===== src/rtl/if_stage.sv =====
// rtl/if_stage.sv - MIPS instruction-fetch stage: PC register, next-PC select, IF/ID register
module if_stage #(
  parameter logic [31:0] PC_RESET  = 32'h0000_3000,
  parameter logic [31:0] EXC_ENTRY = 32'h0000_4180,
  parameter logic [31:0] IM_LO     = 32'h0000_3000,
  parameter logic [31:0] IM_HI     = 32'h0000_6FFC,
  parameter logic [4:0]  ERR_NONE  = 5'd31,
  parameter logic [4:0]  EXC_ADEL  = 5'd4
) (
  input  logic        clk,
  input  logic        reset,
  input  logic        Stall,
  input  logic        branch,
  input  logic        jump,
  input  logic [31:0] branch_addr32,
  input  logic [31:0] jump_addr32,
  input  logic        BranchTypeInstr_ID,
  input  logic        IntReq,
  input  logic        eret,
  input  logic [31:0] EPC,
  output logic [31:0] IM_Addr,
  input  logic [31:0] IM_RData,
  output logic [31:0] PC_out,
  output logic [31:0] Instr_IF_to_ID,
  output logic [31:0] PC_IF_to_ID,
  output logic [31:0] PC_4_IF_to_ID,
  output logic        BD_IF_to_ID,
  output logic [4:0]  ErrStat_IF_to_ID,
  output logic        Err_IF_to_ID
);

  logic [31:0] pc;
  logic [31:0] pc_plus4;
  logic        fetch_err;
  logic [31:0] fetch_instr;
  logic [31:0] next_pc;

  assign IM_Addr  = pc;
  assign PC_out   = pc;
  assign pc_plus4 = pc + 32'd4;

  // Bad fetches become a nop so nothing downstream acts on garbage before the exception retires.
  assign fetch_err   = (pc[1:0] != 2'b00) || (pc < IM_LO) || (pc > IM_HI);
  assign fetch_instr = fetch_err ? 32'h0000_0000 : IM_RData;

  always_comb begin
    next_pc = pc_plus4;
    if (jump)        next_pc = jump_addr32;
    else if (branch) next_pc = branch_addr32;
  end

  always_ff @(posedge clk) begin
    if (reset || IntReq || (eret && !Stall)) begin
      if (reset)       pc <= PC_RESET;
      else if (IntReq) pc <= EXC_ENTRY;
      else             pc <= EPC;
      Instr_IF_to_ID   <= 32'h0000_0000;
      PC_IF_to_ID      <= PC_RESET;
      PC_4_IF_to_ID    <= PC_RESET + 32'd4;
      BD_IF_to_ID      <= 1'b0;
      ErrStat_IF_to_ID <= ERR_NONE;
      Err_IF_to_ID     <= 1'b0;
    end else if (!Stall) begin
      pc               <= next_pc;
      Instr_IF_to_ID   <= fetch_instr;
      PC_IF_to_ID      <= pc;
      PC_4_IF_to_ID    <= pc_plus4;
      BD_IF_to_ID      <= BranchTypeInstr_ID;
      ErrStat_IF_to_ID <= fetch_err ? EXC_ADEL : ERR_NONE;
      Err_IF_to_ID     <= fetch_err;
    end
  end

endmodule


===== config.mk =====
export PLATFORM = sky130hd
export DESIGN_NAME = if_stage
export DESIGN_NICKNAME = d
export VERILOG_FILES = /design/src/rtl/if_stage.sv
export SDC_FILE = /design/constraint.sdc
export NUM_CORES = 1
export LEC_CHECK = 0
export CAP_MARGIN = 20
export CORE_ASPECT_RATIO = 1.25
export CORE_MARGIN = 2
export CORE_UTILIZATION = 44
export DETAILED_ROUTE_END_ITERATION = 7
export PLACE_DENSITY = 0.95
export SLEW_MARGIN = 20
export SYNTH_ARGS = -nofsm -noshare
export SYNTH_HDL_FRONTEND = slang
export SYNTH_SLANG_ARGS = --single-unit

===== constraint.sdc =====
create_clock -name clk -period 4.9 [get_ports clk]
set_clock_uncertainty 0.05 [all_clocks]
set_input_delay 0.98 -clock clk [delete_from_list [all_inputs] [get_ports clk]]
set_output_delay 0.98 -clock clk [all_outputs]
set_load 0.005 [all_outputs]

==> results.sh <==
export IMPL_status="finished clean"
export IMPL_swShare=0.2626
export IMPL_drv_slew=0
export IMPL_grt_usage=0.2987
export IMPL_crit_chain="clkdlybuf4s50_1 -> nor2b_2 -> a221oi_1 -> nor3_1 -> nor2_1 -> o21ai_0"
export IMPL_hpwl_um=16210
export IMPL_area_growth_pct=56.58
export IMPL_leakagePower_nw=3.354
export IMPL_cts_buffer_depth=2
export IMPL_tightest_slew_ns=1.003
export IMPL_cp_end_kind="flip-flop"
export IMPL_powerDensity_nw_per_um2=299.2
export IMPL_synth_flop_cell="dfxtp_1"
export IMPL_slew_headroom=0.3284
export IMPL_syn_num_nets=779
export IMPL_rsz0062_at_grt="false"
export IMPL_row_count=47
export IMPL_synth_edff_count=32
export IMPL_initial_core_util=0.4521
export IMPL_dieArea_um2=14670
export IMPL_hold_buffers=0
export IMPL_max_freq_ghz=0.3235
export IMPL_cts_made_buffers=17
export IMPL_drc=0
export IMPL_power_share_combinational=0.147
export IMPL_viasPerCell=5.727
export IMPL_setup_viol=0
export IMPL_async_flop_share=0
export IMPL_pwr_share_clk=0.426
export IMPL_core_region_area_um2=13350
export IMPL_clk_latency_ns=0.42
export IMPL_grt_max_degree=87
export IMPL_grt_pass1_wl_um=33190
export IMPL_multi_input_area_um2=2656
export IMPL_antenna_found_initial=3
export IMPL_synth_seq_cells=129
export IMPL_path_clk_slew_ns=0.06
export IMPL_post_cts_setup_buffers=0
export IMPL_tritoncts="done"
export IMPL_grt_remaining_overflow=0
export IMPL_routed_wl_um=22270
export IMPL_num_io_pins=303
export IMPL_place_inst=1037
export IMPL_fin_nets=1022
export IMPL_synthesis_area_um2=6035
export IMPL_p_switching_uw=742.3
export IMPL_wire_per_inst_um=20.79
export IMPL_final_layout_size_suffix_gt1_frac=0.05568
export IMPL_period_needed_ns=3.091
export IMPL_cp_max_fo=23
export IMPL_ys_types=45
export IMPL_stdcell_count=1071
export IMPL_detail_route_antenna_nets=0
export IMPL_first_pass_iters=5
export IMPL_dieWidth_um=108.7
export IMPL_p_int_mw=2.085
export IMPL_synth_largest_area_cell="dfxtp_1"
export IMPL_setup_tns_ns=0
export IMPL_postSynthAreaPerCell_um2=9.400
export IMPL_synth_top_cell_area_share=0.3218
export IMPL_worst_path_dominant_cell_family="simple AND/OR/NAND/NOR gates"
export IMPL_clock_sinks=129
export IMPL_syn_inst=642
export IMPL_critPathSlowestCell="nor2b_2"
export IMPL_hold_viol_final=0
export IMPL_fin_util=0.7078
export IMPL_crit_type="in -> reg"
export IMPL_worstPathArrival_ns=3.29
export IMPL_vias=6134
export IMPL_seqPwrFrac=0.427
export IMPL_crit_path_max_incr_delay_ns=0.92
export IMPL_clock_tree_root_cell="clkbuf_16"
export IMPL_drv_cap=0
export IMPL_first_global_vias=6142
export IMPL_start_kind="input port"
export IMPL_hp_class="reg -> reg"
export IMPL_cp_data_required_time_ns=5.10
export IMPL_portBuffers=301
export IMPL_yosysWarningCount=0
export IMPL_drtIter0Drc=566
export IMPL_seq_area_frac_synth=0.4810
export IMPL_ir_worst_vdd_mv=0.1769
export IMPL_register_area_um2=2903
export IMPL_n_fill_cell=957
export IMPL_die_y_um=134.9
export IMPL_cp_num_buf_inv=1
export IMPL_yosysMostFrequentCell="dfxtp_1"
export IMPL_synth_area_leaders="dfxtp_1, edfxtp_1, mux2i_1"
export IMPL_hold_slack_ns=0.4268
export IMPL_htree_num_levels=4
export IMPL_ctsResizeCount=0
export IMPL_post_route_period_util=0.6308
export IMPL_place_gp_congestion=0.9584
export IMPL_synthTopCellsByCount="dfxtp_1, nor2_1, a22oi_1"
==> cells in the final DEF (no fill, tap or decap), types with 7 or more instances in the layout <==
| cell | netlist | final |
|---|---|---|
| a21oi_1 | 29 | 29 |
| a22oi_1 | 52 | 52 |
| buf_4 | 40 | 9 |
| clkbuf_16 | 0 | 17 |
| clkdlybuf4s50_1 | 0 | 300 |
| dfxtp_1 | 97 | 97 |
| edfxtp_1 | 32 | 32 |
| mux2i_1 | 41 | 41 |
| nand2_1 | 45 | 44 |
| nand3_1 | 13 | 13 |
| nand4_1 | 11 | 11 |
| nor2_1 | 91 | 91 |
| nor3_1 | 8 | 8 |
| nor4_1 | 7 | 7 |
| o21ai_0 | 27 | 27 |
| o221ai_1 | 19 | 19 |
| xnor2_1 | 11 | 11 |
| xor2_1 | 19 | 19 |
==> final cells by class <==
class                   count  share of cell area
multi-input cells         421              0.2811
repair buffers            310              0.3265
clock buffers              18             0.04542
diodes                      2           0.0005297
clock inverters            14             0.01417
well taps                 171             0.02264
flip-flops and latches    129              0.3072
inverters                   6            0.002383
==> cell families (layout without fill, tap and decap cells) <==
| family | Yosys count | in the layout | share of synthesized area |
|---|---|---|---|
| and+or+nand+nor | 200 | 200 | 0.1543 |
| other | 1 | 3 | 0.0006214 |
| buffers and inverters | 92 | 348 | 0.08356 |
| adders and majority gates | 1 | 1 | 0.002073 |
| muxes | 41 | 41 | 0.06801 |
| xor gates and xnor gates | 30 | 30 | 0.04354 |
| AOI/OAI and AO/OA | 148 | 148 | 0.1669 |
| DFF | 129 | 129 | 0.4810 |
==> worst reg2reg max path, stage by stage (launching register included) <==
cell	delay, ns
edfxtp_1	0.72
nand4_1	0.24
nor3_1	0.45
nand4_1	0.19
xor2_1	0.34
o221ai_1	0.17
==> state kept, by name, indices dropped and copies added, names as in the netlist <==
| register | cells |
|---|---|
| Instr_IF_to_ID | 32 |
| ErrStat_IF_to_ID | 1 |
| PC_IF_to_ID | 32 |
| Err_IF_to_ID | 1 |
| IM_Addr | 32 |
| PC_4_IF_to_ID | 30 |
| BD_IF_to_ID | 1 |
==> power by group through the flow <==
stage	sequential [mW]	combinational [mW]	clock, mW
floorplan	1.19	0.178	0
global placement	1.22	0.402	0
detailed placement	1.23	0.412	0
CTS	1.20	0.416	1.21
global route	1.21	0.443	1.25
finish	1.21	0.416	1.20
==> worst paths after layout <==
kind,slack (ns),to,startpoint,cells past startpoint
worst min-delay path,0.43,PC_4_IF_to_ID[4],PC_4_IF_to_ID[4],2
worst min register to register,0.43,PC_4_IF_to_ID[4],PC_4_IF_to_ID[4],2
worst max-delay path,1.81,IM_Addr[13],branch,6
worst max register to register,2.45,IM_Addr[24],IM_Addr[13],5
==> through the flow <==
step	total power [mW]	cell area, um^2	worst slack, ns
floorplan	1.373	6035	2.109
global placement	1.627	8866	1.518
detailed placement	1.638	8881	1.479
CTS	2.831	9444	1.857
global route	2.907	9447	1.682
finish	2.827	9449	1.809
==> routing by layer <==
metal / vias to the layer above / global-route usage / wire length [um]
li1: 2785 / - / -
met1: 2869 / 0.3360 / 8026
met2: 405 / 0.5163 / 11200
met3: 73 / 0.07625 / 2129
met4: 2 / 0.1531 / 898
met5: - / 0 / 13
No activity file was read; power rests on OpenSTA's default activity.
==> variant 1, RTL diff (same settings) <==
The parameter `ERR_NONE` goes from 5'd31 to 5'd16.
--- a/src/rtl/if_stage.sv
+++ b/src/rtl/if_stage.sv
@@ -6,3 +6,3 @@
   parameter logic [31:0] IM_HI     = 32'h0000_6FFC,
-  parameter logic [4:0]  ERR_NONE  = 5'd31,
+  parameter logic [4:0]  ERR_NONE  = 5'd16,
   parameter logic [4:0]  EXC_ADEL  = 5'd4
Function: changed (Yosys sat finds a counterexample within 4 cycles, from zero or initial values).
==> variant 1 against the unedited design <==
Synthesized area decreased by 2.3%; design area decreased by 1.2%; first-iteration DRC count decreased by 28%; sequential cell count unchanged; total power increased by 0.78%; worst setup slack improved by 0.062 ns; hold slack got worse by 0.014 ns; wire length decreased by 6.5%; critical path type unchanged; largest cell class unchanged.
==> variant 1: results (changes against the unedited design) <==
routing:
  wl_met1_mm: 7.83  # -2.4%
  wl_per_cell_um: 20.1  # -3.3%
  drtIter0Drc: 410  # -28%
  dr_wl_met3_mm: 1.81  # -15%
  vias_per_cell: 5.62  # -1.9%
  dr_total_vias: 5821  # -5.1%
  met2_length_mm: 10.6  # -5.1%
placement:
  portBuffers: 299  # -0.66%
  dp_slack_ns: 1.44  # -0.0340 ns
  dpl_cell_area_sq_um: 8730  # -1.7%
  gp_congestion: 0.845  # -12%
  dp_cells: 1003  # -3.3%
yosys:
  synth_compound_area_share_pct: 18.0  # +1.3 points
  synthDistinctLibCells: 43  # -4.4%
  synth_commonest_cells: "dfxtp_1, nor2_1, nand2_1"
  synthAdderAreaFrac_pct: 0.212  # +0.0048 points
  yosysSeqAreaShare_pct: 49.2  # +1.1 points
  muxShareOfSynthArea_pct: 6.62  # -0.18 points
run_status:
  status: "completed"
grt:
  use_met2_pct: 49.4  # -2.2 points
  grt_pass1_wl_mm: 31.2  # -5.9%
  met3_usage_pct: 7.29  # -0.34 points
  grt_antenna_before_repair: 0  # -3
  track_usage_pct: 28.6  # -1.2 points
  grt_max_degree: 48  # -45%
  met1_usage_pct: 33.8  # +0.24 points
layout:
  multi_input_area_sq_um: 2530  # -4.8%
  n_antenna_cell: 0  # -2
  fin_area_sq_um: 9330  # -1.2%
  num-multi-input-gates: 386  # -8.3%
  layout-drive-gt1-share_pct: 6.36  # +0.79 points
  buffers_excl_clock: 309  # -0.32%
  fillers: 972  # +1.6%
  clkbuf_count: 20  # +2
  fin_nets: 989  # -3.2%
  bufAreaShareNonClock_pct: 32.8  # +0.19 points
  inv_count: 9  # +3
  area_share_clock_buf_inv_pct: 6.31  # +0.35 points
critical_path:
  crit_slowest_cell: "nand2_2"
  critical_path.max_fanout: 47  # +100%
  cpPeakStageDelay_ns: 0.59  # -0.33 ns
power:
  vdd_drop_max_mv: 0.255  # +44%
  switchingPower_mw: 0.728  # -1.9%
  p_leak_nw: 3.50  # +4.3%
sta:
  worst_slew_margin_rel_pct: 36.1  # +3.3 points
## variant 1: changes by cell type after synthesis, sizes merged, moves of 9 or more
cell and change:
a22o +32, buf +9, a22oi -32, nor2 -26, clkbuf -14
## variant 1: worst paths after layout
path | start | endpoint | slack, ns | cells after the start
hold / removal | ErrStat_IF_to_ID[2] | ErrStat_IF_to_ID[2] | 0.41 | 2
setup reg to reg | IM_Addr[2] | IM_Addr[26] | 2.34 | 6
hold reg to reg | ErrStat_IF_to_ID[2] | ErrStat_IF_to_ID[2] | 0.41 | 2
setup / recovery | Stall | IM_Addr[14] | 1.87 | 6
## variant 1: power groups by stage
stage / logic [mW] / registers, mW / clock network (mW)
6_report: 0.410 / 1.19 / 1.25
5_1_grt: 0.437 / 1.20 / 1.30
4_1_cts: 0.409 / 1.19 / 1.25
3_5_place_dp: 0.405 / 1.21 / 0
3_3_place_gp: 0.399 / 1.21 / 0
2_1_floorplan: 0.170 / 1.20 / 0
==> variant 2, RTL diff (same flow settings) <==
Without the edit above. Put one more register stage on the output `Err_IF_to_ID`, without a reset. The value now appears one clock later. The other outputs are not delayed to match.
--- a/src/rtl/if_stage.sv
+++ b/src/rtl/if_stage.sv
@@ -31,2 +31,4 @@
 
+  logic Err_IF_to_ID_s0;
+
   logic [31:0] pc;
@@ -61,3 +63,3 @@
       ErrStat_IF_to_ID <= ERR_NONE;
-      Err_IF_to_ID     <= 1'b0;
+      Err_IF_to_ID_s0  <= 1'b0;
     end else if (!Stall) begin
@@ -69,4 +71,8 @@
       ErrStat_IF_to_ID <= fetch_err ? EXC_ADEL : ERR_NONE;
-      Err_IF_to_ID     <= fetch_err;
+      Err_IF_to_ID_s0  <= fetch_err;
     end
+  end
+
+  always_ff @(posedge clk) begin
+    Err_IF_to_ID <= Err_IF_to_ID_s0;
   end
Formal check against the unedited RTL: not equivalent (a bounded check fails within 4 cycles, from zero or initial values).
==> variant 2 against the unedited design <==
Total power is 4.3% higher; design area is 0.81% higher; worst setup slack worse by 0.026 ns; wire length is 1.8% higher; largest power group is now the clock network; global-route usage is 0.25 points higher; synthesized area is 0.33% higher; via count is 0.67% lower; sequential cell count is 1 higher.
==> variant 2: results (changes against the unedited design) <==
run_status:
  status: "completed"
critical_path:
  crit_slowest_cell: "nor2b_2"
  cp.arrival_ns: 3.35  # +0.06 ns
  cpPeakStageDelay_ns: 0.97  # +0.05 ns
  rrSetupSlack_ns: 2.39  # -0.06 ns
yosys:
  synth_commonest_cells: "dfxtp_1, nor2_1, a22oi_1"
  synth_flop_cell: "dfxtp_1"
  yosysWarnings: 0  # unchanged
  synth_nets: 780  # +0.13%
  yosysSeqAreaShare_pct: 48.3  # +0.17 points
  netlist_top_cells_area: "dfxtp_1, edfxtp_1, mux2i_1"
  synth_edf_count: 32  # unchanged
  synthDistinctLibCells: 45  # unchanged
  async_flop_share_pct: 0  # unchanged
routing:
  met2_length_mm: 11.3  # +0.66%
  vias_per_cell: 5.69  # -0.58%
  routed_wl_mm: 22.7  # +1.8%
  dr_wl_met3_mm: 2.14  # +0.33%
  drtIter0Drc: 678  # +20%
  wl_met1_mm: 8.33  # +3.8%
grt:
  grt_max_degree: 55  # -37%
  met1_usage_pct: 35.2  # +1.6 points
  grt_pass1_wl_mm: 33.2  # about the same
  track_usage_pct: 30.1  # +0.25 points
  grt_antenna_before_repair: 1  # -2
  grt_pass1_vias: 5934  # -3.4%
  met3_usage_pct: 7.60  # -0.026 points
  use_met2_pct: 51.6  # about the same
clock_network:
  clk_latency_ns: 0.41
  cts_buffers: 17  # unchanged
  postCtsSetupBuffers: 0  # unchanged
  ctsResizeCount: 0  # unchanged
placement:
  gp_congestion: 0.910  # -5.0%
  place_hpwl_mm: 16.1  # -0.83%
  portBuffers: 301  # unchanged
power:
  vdd_drop_max_mv: 0.196  # +11%
  p_leak_nw: 3.41  # +1.7%
layout:
  fin_nets: 1023  # +0.098%
  n_antenna_cell: 0  # -2
  fillers: 945  # -1.3%
  layout-drive-gt1-share_pct: 5.56  # -0.0062 points
sta:
  holdWs_ns: 0.308  # -0.118 ns
  worstMarginPinSlew_ns: 1.08  # +0.0781 ns
flow_run:
  cap_viol_max_count: 0  # unchanged
## variant 2: where the power goes
group	internal [mW]	switching [mW]	leakage, nW
registers	1.14	0.0744	1.16
logic	0.250	0.170	1.95
clock network	0.846	0.469	0.307
total	2.24	0.714	3.41
## variant 2: cell families after synthesis
| kind of cell | after synthesis | synth area share (%) |
|---|---|---|
| simple gates | 200 | 15.4 |
| flops | 130 | 48.3 |
| mux | 41 | 6.78 |
| fa+ha+maj | 1 | 0.207 |
| xor+xnor | 30 | 4.34 |
| other cells | 1 | 0.0619 |
| buf+inv | 92 | 8.33 |
| compound gates | 148 | 16.6 |
## variant 2: final cells by class
cell class	count	area, sq um	share of cell area [%]
clock buffers	26	564	5.92
inverters	6	22.5	0.236
multi-input cells	421	2660	27.9
clock inverters	6	61.3	0.644
flip-flops and latches	130	2920	30.7
well taps	171	214	2.25
repair buffers	310	3080	32.4
## variant 2: per-stage QoR
stage / total power, mW / instance area, sq um / instances / worst slack, ns
2_1_floorplan: 1.38 / 6050 / 643 / 2.11
3_3_place_gp: 1.64 / 8890 / 1037 / 1.54
3_5_place_dp: 1.65 / 8890 / 1037 / 1.44
4_1_cts: 2.95 / 9510 / 1069 / 1.84
5_1_grt: 3.03 / 9530 / 1070 / 1.65
6_report: 2.95 / 9530 / 1070 / 1.78
## variant 2: worst max-delay path, delay by kind of cell
kind | cells | cell delay [ns]
simple gates | 2 | 1.20
buf+inv | 1 | 0.83
compound gates | 2 | 0.33
## variant 2: path summary, 6_finish.rpt
path | startpoint | to | cells past startpoint
min | Err_IF_to_ID_s0 | Err_IF_to_ID | 0
min reg2reg | Err_IF_to_ID_s0 | Err_IF_to_ID | 0
max reg2reg | IM_Addr[13] | IM_Addr[31] | 5
max | branch | IM_Addr[12] | 5
